## src/rtl/riscv_pkg.sv

```systemverilog
// Shared RISC-V front-end definitions: reset PC, NOP encoding, fetch buffer entry.
package riscv_pkg;

  localparam int unsigned XLEN = 32;

  localparam logic [XLEN-1:0] RESET_PC_DEFAULT = 32'h0000_0000;
  localparam logic [XLEN-1:0] NOP_INST         = 32'h0000_0013;

  typedef struct packed {
    logic [XLEN-1:0] inst;
    logic [XLEN-1:0] pc;
  } fetch_entry_t;

  localparam int unsigned ENTRY_W = $bits(fetch_entry_t);

endpackage

```

## src/rtl/fetch_fifo.sv

```systemverilog
// Small instruction buffer holding {inst, pc}; flush wins over push/pop.
module fetch_fifo
  import riscv_pkg::*;
#(
  parameter int unsigned DEPTH = 2,
  parameter int unsigned CNT_W = $clog2(DEPTH + 1)
) (
  input  logic               clk,
  input  logic               rst_n,
  input  logic               push_i,
  input  logic               pop_i,
  input  logic               flush_i,
  input  logic [ENTRY_W-1:0] wr_data_i,
  output logic [ENTRY_W-1:0] rd_data_o,
  output logic [CNT_W-1:0]   count_o,
  output logic               empty_o
);

  localparam int unsigned PTR_W = (DEPTH > 1) ? $clog2(DEPTH) : 1;

  fetch_entry_t     mem_q [DEPTH];
  logic [PTR_W-1:0] wr_ptr_q;
  logic [PTR_W-1:0] rd_ptr_q;
  logic [CNT_W-1:0] count_q;
  logic             push_ok;
  logic             pop_ok;

  function automatic logic [PTR_W-1:0] ptr_inc(input logic [PTR_W-1:0] p);
    return (p == PTR_W'(DEPTH - 1)) ? '0 : p + PTR_W'(1);
  endfunction

  assign pop_ok  = pop_i && (count_q != '0);
  assign push_ok = push_i && ((count_q != CNT_W'(DEPTH)) || pop_ok);

  always_ff @(posedge clk or negedge rst_n) begin
    if (!rst_n) begin
      for (int unsigned i = 0; i < DEPTH; i++) begin
        mem_q[i] <= '{inst: NOP_INST, pc: '0};
      end
      wr_ptr_q <= '0;
      rd_ptr_q <= '0;
      count_q  <= '0;
    end else if (flush_i) begin
      wr_ptr_q <= '0;
      rd_ptr_q <= '0;
      count_q  <= '0;
    end else begin
      if (push_ok) begin
        mem_q[wr_ptr_q] <= fetch_entry_t'(wr_data_i);
        wr_ptr_q        <= ptr_inc(wr_ptr_q);
      end
      if (pop_ok) begin
        rd_ptr_q <= ptr_inc(rd_ptr_q);
      end
      if (push_ok && !pop_ok) begin
        count_q <= count_q + CNT_W'(1);
      end else if (pop_ok && !push_ok) begin
        count_q <= count_q - CNT_W'(1);
      end
    end
  end

  assign rd_data_o = mem_q[rd_ptr_q];
  assign count_o   = count_q;
  assign empty_o   = (count_q == '0);

endmodule

```

## src/rtl/fetch_unit.sv

```systemverilog
// Credit-limited instruction fetch with redirect/discard handling and a 2-entry buffer.
// Optional perf counters (perf_fetched, perf_bubble) enabled by defining FETCH_PERF_CNT_EN.
module fetch_unit
  import riscv_pkg::*;
#(
  parameter logic [31:0] RESET_PC  = RESET_PC_DEFAULT,
  parameter int unsigned BUF_DEPTH = 2
) (
  input  logic        clk,
  input  logic        rst_n,
  output logic        imem_req_valid,
  input  logic        imem_req_ready,
  output logic [31:0] imem_req_addr,
  input  logic        imem_rsp_valid,
  input  logic [31:0] imem_rsp_data,
  output logic        id_valid,
  input  logic        id_ready,
  output logic [31:0] id_inst,
  output logic [31:0] id_pc,
  output logic [31:0] id_pc4,
  input  logic        redirect_valid,
  input  logic [31:0] redirect_pc
`ifdef FETCH_PERF_CNT_EN
  ,
  output logic [31:0] perf_fetched,
  output logic [31:0] perf_bubble
`endif
);

  localparam int unsigned CNT_W = $clog2(BUF_DEPTH + 1);

  fetch_entry_t     wr_entry;
  fetch_entry_t     rd_entry;
  logic [CNT_W-1:0] out_q, out_d;
  logic [CNT_W-1:0] disc_q, disc_d;
  logic [CNT_W-1:0] fifo_count;
  logic [31:0]      pc_q, pc_d;
  logic             fifo_empty;
  logic             credit_ok;
  logic             accept;
  logic             rsp_hit;
  logic             rsp_drop;
  logic             push;
  logic             pop;

  // Responses return in order and discards precede live ones, so a kept
  // response always belongs to pc_q minus the live outstanding count.
  always_comb begin
    credit_ok      = (32'(out_q) + 32'(fifo_count)) < BUF_DEPTH;
    imem_req_valid = rst_n && !redirect_valid && credit_ok;
    accept         = imem_req_valid && imem_req_ready;
    rsp_hit        = imem_rsp_valid && (out_q != '0);
    rsp_drop       = rsp_hit && (disc_q != '0);
    push           = rsp_hit && !rsp_drop && !redirect_valid;
    pop            = !fifo_empty && id_ready && !redirect_valid;
    wr_entry.inst  = imem_rsp_data;
    wr_entry.pc    = pc_q - (32'(out_q) << 2);
    out_d          = out_q + CNT_W'(accept) - CNT_W'(rsp_hit);
    disc_d         = disc_q - CNT_W'(rsp_drop);
    pc_d           = accept ? pc_q + 32'd4 : pc_q;
    if (redirect_valid) begin
      disc_d = out_d;
      pc_d   = {redirect_pc[31:2], 2'b00};
    end
  end

  always_ff @(posedge clk or negedge rst_n) begin
    if (!rst_n) begin
      out_q  <= '0;
      disc_q <= '0;
      pc_q   <= RESET_PC;
    end else begin
      out_q  <= out_d;
      disc_q <= disc_d;
      pc_q   <= pc_d;
    end
  end

  fetch_fifo #(
    .DEPTH (BUF_DEPTH),
    .CNT_W (CNT_W)
  ) u_fifo (
    .clk       (clk),
    .rst_n     (rst_n),
    .push_i    (push),
    .pop_i     (pop),
    .flush_i   (redirect_valid),
    .wr_data_i (wr_entry),
    .rd_data_o (rd_entry),
    .count_o   (fifo_count),
    .empty_o   (fifo_empty)
  );

  assign imem_req_addr = pc_q;
  assign id_valid      = !fifo_empty;
  assign id_inst       = rd_entry.inst;
  assign id_pc         = rd_entry.pc;
  assign id_pc4        = rd_entry.pc + 32'd4;

`ifdef FETCH_PERF_CNT_EN
  logic [31:0] perf_fetched_q;
  logic [31:0] perf_bubble_q;

  always_ff @(posedge clk or negedge rst_n) begin
    if (!rst_n) begin
      perf_fetched_q <= '0;
      perf_bubble_q  <= '0;
    end else begin
      if (pop) begin
        perf_fetched_q <= perf_fetched_q + 32'd1;
      end
      if (id_ready && fifo_empty) begin
        perf_bubble_q <= perf_bubble_q + 32'd1;
      end
    end
  end

  assign perf_fetched = perf_fetched_q;
  assign perf_bubble  = perf_bubble_q;
`endif

endmodule

```

## config.mk

```make
export PLATFORM = sky130hd
export DESIGN_NAME = fetch_unit
export DESIGN_NICKNAME = d
export VERILOG_FILES = /design/src/rtl/riscv_pkg.sv /design/src/rtl/fetch_fifo.sv /design/src/rtl/fetch_unit.sv
export SDC_FILE = /design/constraint.sdc
export NUM_CORES = 1
export LEC_CHECK = 0
export CAP_MARGIN = 25
export CELL_PAD_IN_SITES_DETAIL_PLACEMENT = 0
export CELL_PAD_IN_SITES_GLOBAL_PLACEMENT = 2
export CORE_MARGIN = 3
export CORE_UTILIZATION = 29
export CTS_CLUSTER_DIAMETER = 120
export DETAILED_ROUTE_END_ITERATION = 8
export PLACE_DENSITY_LB_ADDON = 0.1
export SYNTH_ARGS = -nofsm -noshare
export SYNTH_HDL_FRONTEND = slang
export SYNTH_SLANG_ARGS = --single-unit
```

## constraint.sdc

```tcl
create_clock -name clk -period 3.3 [get_ports clk]
set_input_delay 0.495 -clock clk [delete_from_list [all_inputs] [get_ports clk]]
set_output_delay 0.495 -clock clk [all_outputs]
set_load 0.1 [all_outputs]
```

==> impl_metrics.tcl <==
set metrics [dict create \
    status "complete, no violations" \
    synth_top_area_share_pct 43.0 \
    ff2ff_path_depth 8 \
    synth_area_leader_cell "dfrtp_1" \
    grt_max_degree 74 \
    period_needed_ps 3260 \
    layout.nets 1169 \
    routed.top_layer "met4" \
    min_path_type "primary input to asynchronous set/reset pin" \
    synthesis.area_sq_mm 0.00909 \
    cts_buffer_depth 2 \
    drive_above_1_share_pct 36.9 \
    synth_area_leaders "dfrtp_1 43%, mux2_2 14%, nand2_1 3.9%" \
    antenna_found_initial 0 \
    routed_wl_mm 26.6 \
    setup_viol 0 \
    path_delay_family "buffers and inverters" \
    antennaDiodeCount 0 \
    synth_edf_count 0 \
    grt_pass1_vias 7298 \
    maxCapViolCount 0 \
    track_usage_pct 16.1 \
    final_cells 1499 \
    grt_pass1_wl_mm 42.7 \
    cp-start-kind "flop" \
    max_stage_delay_ps 490 \
    synth.most_common_cell "dfrtp_1" \
    cts_hold_buffers 0 \
    ys.flop_type "dfrtp_1" \
    crit_buf_inv 4 \
    cts-root-buf "clkbuf_16" \
    port-buffer-count 191 \
    ys_types 73 \
    cp.depth 11 \
    worst_pin_slew_ps 859 \
    wire_per_inst_um 17.8 \
    start_util_pct 29.5 \
    yosysWarningCount 0 \
    grt_overflow 0 \
    final_antenna_net_count 0 \
    cts_num_sinks 162 \
    cp.arrival_ps 2770 \
    hold_viol_final 0 \
    wl_met3_mm 1.07 \
    place_hpwl_mm 19.0 \
    syn2layout_area_growth_pct 42.4 \
    cts_tree "built" \
    wl_met2_mm 11.7 \
    core-area_sq_mm 0.0307 \
    setup_ws_ps 38.9 \
    async_flop_share_pct 100 \
    slew_headroom_pct 42.8 \
    post-route-period-util_pct 98.8 \
    die_h_um 183 \
    drc 0 \
    pre_cts_ws_ps 180 \
    clkTransAtPathRegs_ps 80 \
    viasPerCell 4.87 \
    synth_common_cells "156 x dfrtp_1, 114 x mux2_2, 94 x nand2_1" \
    gp_congestion 0.737 \
    report.final.slew_viol_count 0 \
    fmax_mhz 307 \
    dp.cells 1451 \
    die_area_sq_mm 0.0335 \
    first_pass_iters 4 \
    yosys_register_bits 162 \
    syn_avg_cell_area_sq_um 10.2 \
    worst_path_max_delay_cell "dfrtp_4" \
    cp_common_cell "buf_12" \
    crit_type "flop to output port" \
    required_ps 2800 \
    via_count 7295 \
    dieWidth_um 183 \
    m1WireLength_mm 13.6 \
    rows 64 \
    htree_levels 4 \
    insertion_delay_ps 440 \
    postSynthCellCount 895 \
    end_kind "output port" \
    rsz0062_at_grt "true" \
    crit_fanout 11 \
    yosysSeqAreaShare_pct 44.7 \
    drtIter0Drc 352 \
    skew_ps 20.6 \
    numCtsBuffers 17 \
    worstPathCellList "buf_12 -> mux2i_4 -> clkinvlp_4 -> ha_4 -> nand2_4 -> o22ai_4 -> nand4_4 -> buf_12 -> nor4b_4 -> xor2_4 -> buf_12" \
    n_fill_cell 3027 \
    io_pins 200 \
]
## sequential cells by signal, indices dropped and copies added (netlist names)
| signal | flops |
|---|---|
| out_q | 2 |
| u_fifo.rd_ptr_q | 1 |
| u_fifo.count_o | 2 |
| u_fifo.wr_ptr_q | 1 |
| u_fifo.mem_q | 124 |
| imem_req_addr | 30 |
| disc_q | 2 |
## final timing paths
path / from / to / slack [ps]
max: u_fifo.rd_ptr_q / id_pc4[22] / 40
min: rst_n / u_fifo.mem_q[7] / 150
max reg2reg: imem_req_addr[2] / u_fifo.mem_q[22] / 600
min reg2reg: u_fifo.mem_q[80] / u_fifo.mem_q[80] / 480
max in group asynchronous: rst_n / u_fifo.mem_q[72] / 1900
min in group clk: redirect_valid / disc_q[0] / 480
## per-layer routing
metal,vias to the layer above,global-route usage [%]
li1,3572,-
met1,3537,24.6
met2,170,23.9
met3,16,2.76
met4,0,3.53
met5,-,0
## cell usage in the layout (no fill, tap or decap), types with 6 or more instances in the layout
cell type	instances
xor2_4	12
xnor2_2	6
dfstp_2	6
nor2_1	60
nor3_1	10
xnor2_4	6
nand4b_1	7
and4_1	7
mux2_2	113
buf_12	35
xnor2_1	16
a21oi_1	35
o21ai_0	46
inv_1	20
o21ai_1	8
clkdlybuf4s50_1	65
o311ai_0	10
buf_4	131
clkbuf_16	17
a31oi_1	7
nand3_1	29
dfrtp_1	155
xor2_1	15
nand4_1	13
mux2i_1	10
nand2b_1	7
nor2b_1	9
nand2_1	90
conb_1	6
## per-stage QoR
step | utilization (%) | hold slack (ps) | TNS [ps] | instance area (sq um)
4_1_cts | 42.0 | 139 | -86.4 | 12900
6_report | 42.1 | 146 | 0 | 12900
3_3_place_gp | 39.4 | 457 | 0 | 12100
3_5_place_dp | 39.4 | 471 | 0 | 12100
5_1_grt | 42.1 | 158 | -569 | 12900
2_1_floorplan | - | 199 | -16210 | 9760
## area by class of cell
type | instances | area [sq um] | area share [%]
Timing Repair Buffer | 237 | 2400 | 18.5
Clock inverter | 14 | 146 | 1.13
Inverter | 23 | 90.1 | 0.696
Tap cell | 396 | 495 | 3.83
Clock buffer | 18 | 429 | 3.32
Multi-Input combinational cell | 649 | 5320 | 41.1
Sequential cell | 162 | 4070 | 31.4
## what timing repair did
action                                  CTS  global route
endpoints found under the setup margin   17            13
pin swaps                                 6             2
resized for setup                        13             4
buffers inserted                         13             3
## logic make-up after synthesis
logic type	share of synthesized area, %
AO/OA/AOI/OAI	9.87
XOR/XNOR	5.69
adder cells (fa/ha/maj)	1.40
buffers and inverters	4.45
flip-flops	44.7
multiplexers	15.6
other	0.0413
AND/OR/NAND/NOR	18.3
Power is not shown: default switching activity piles up to over one toggle a cycle in this logic, so the estimate is an artifact.
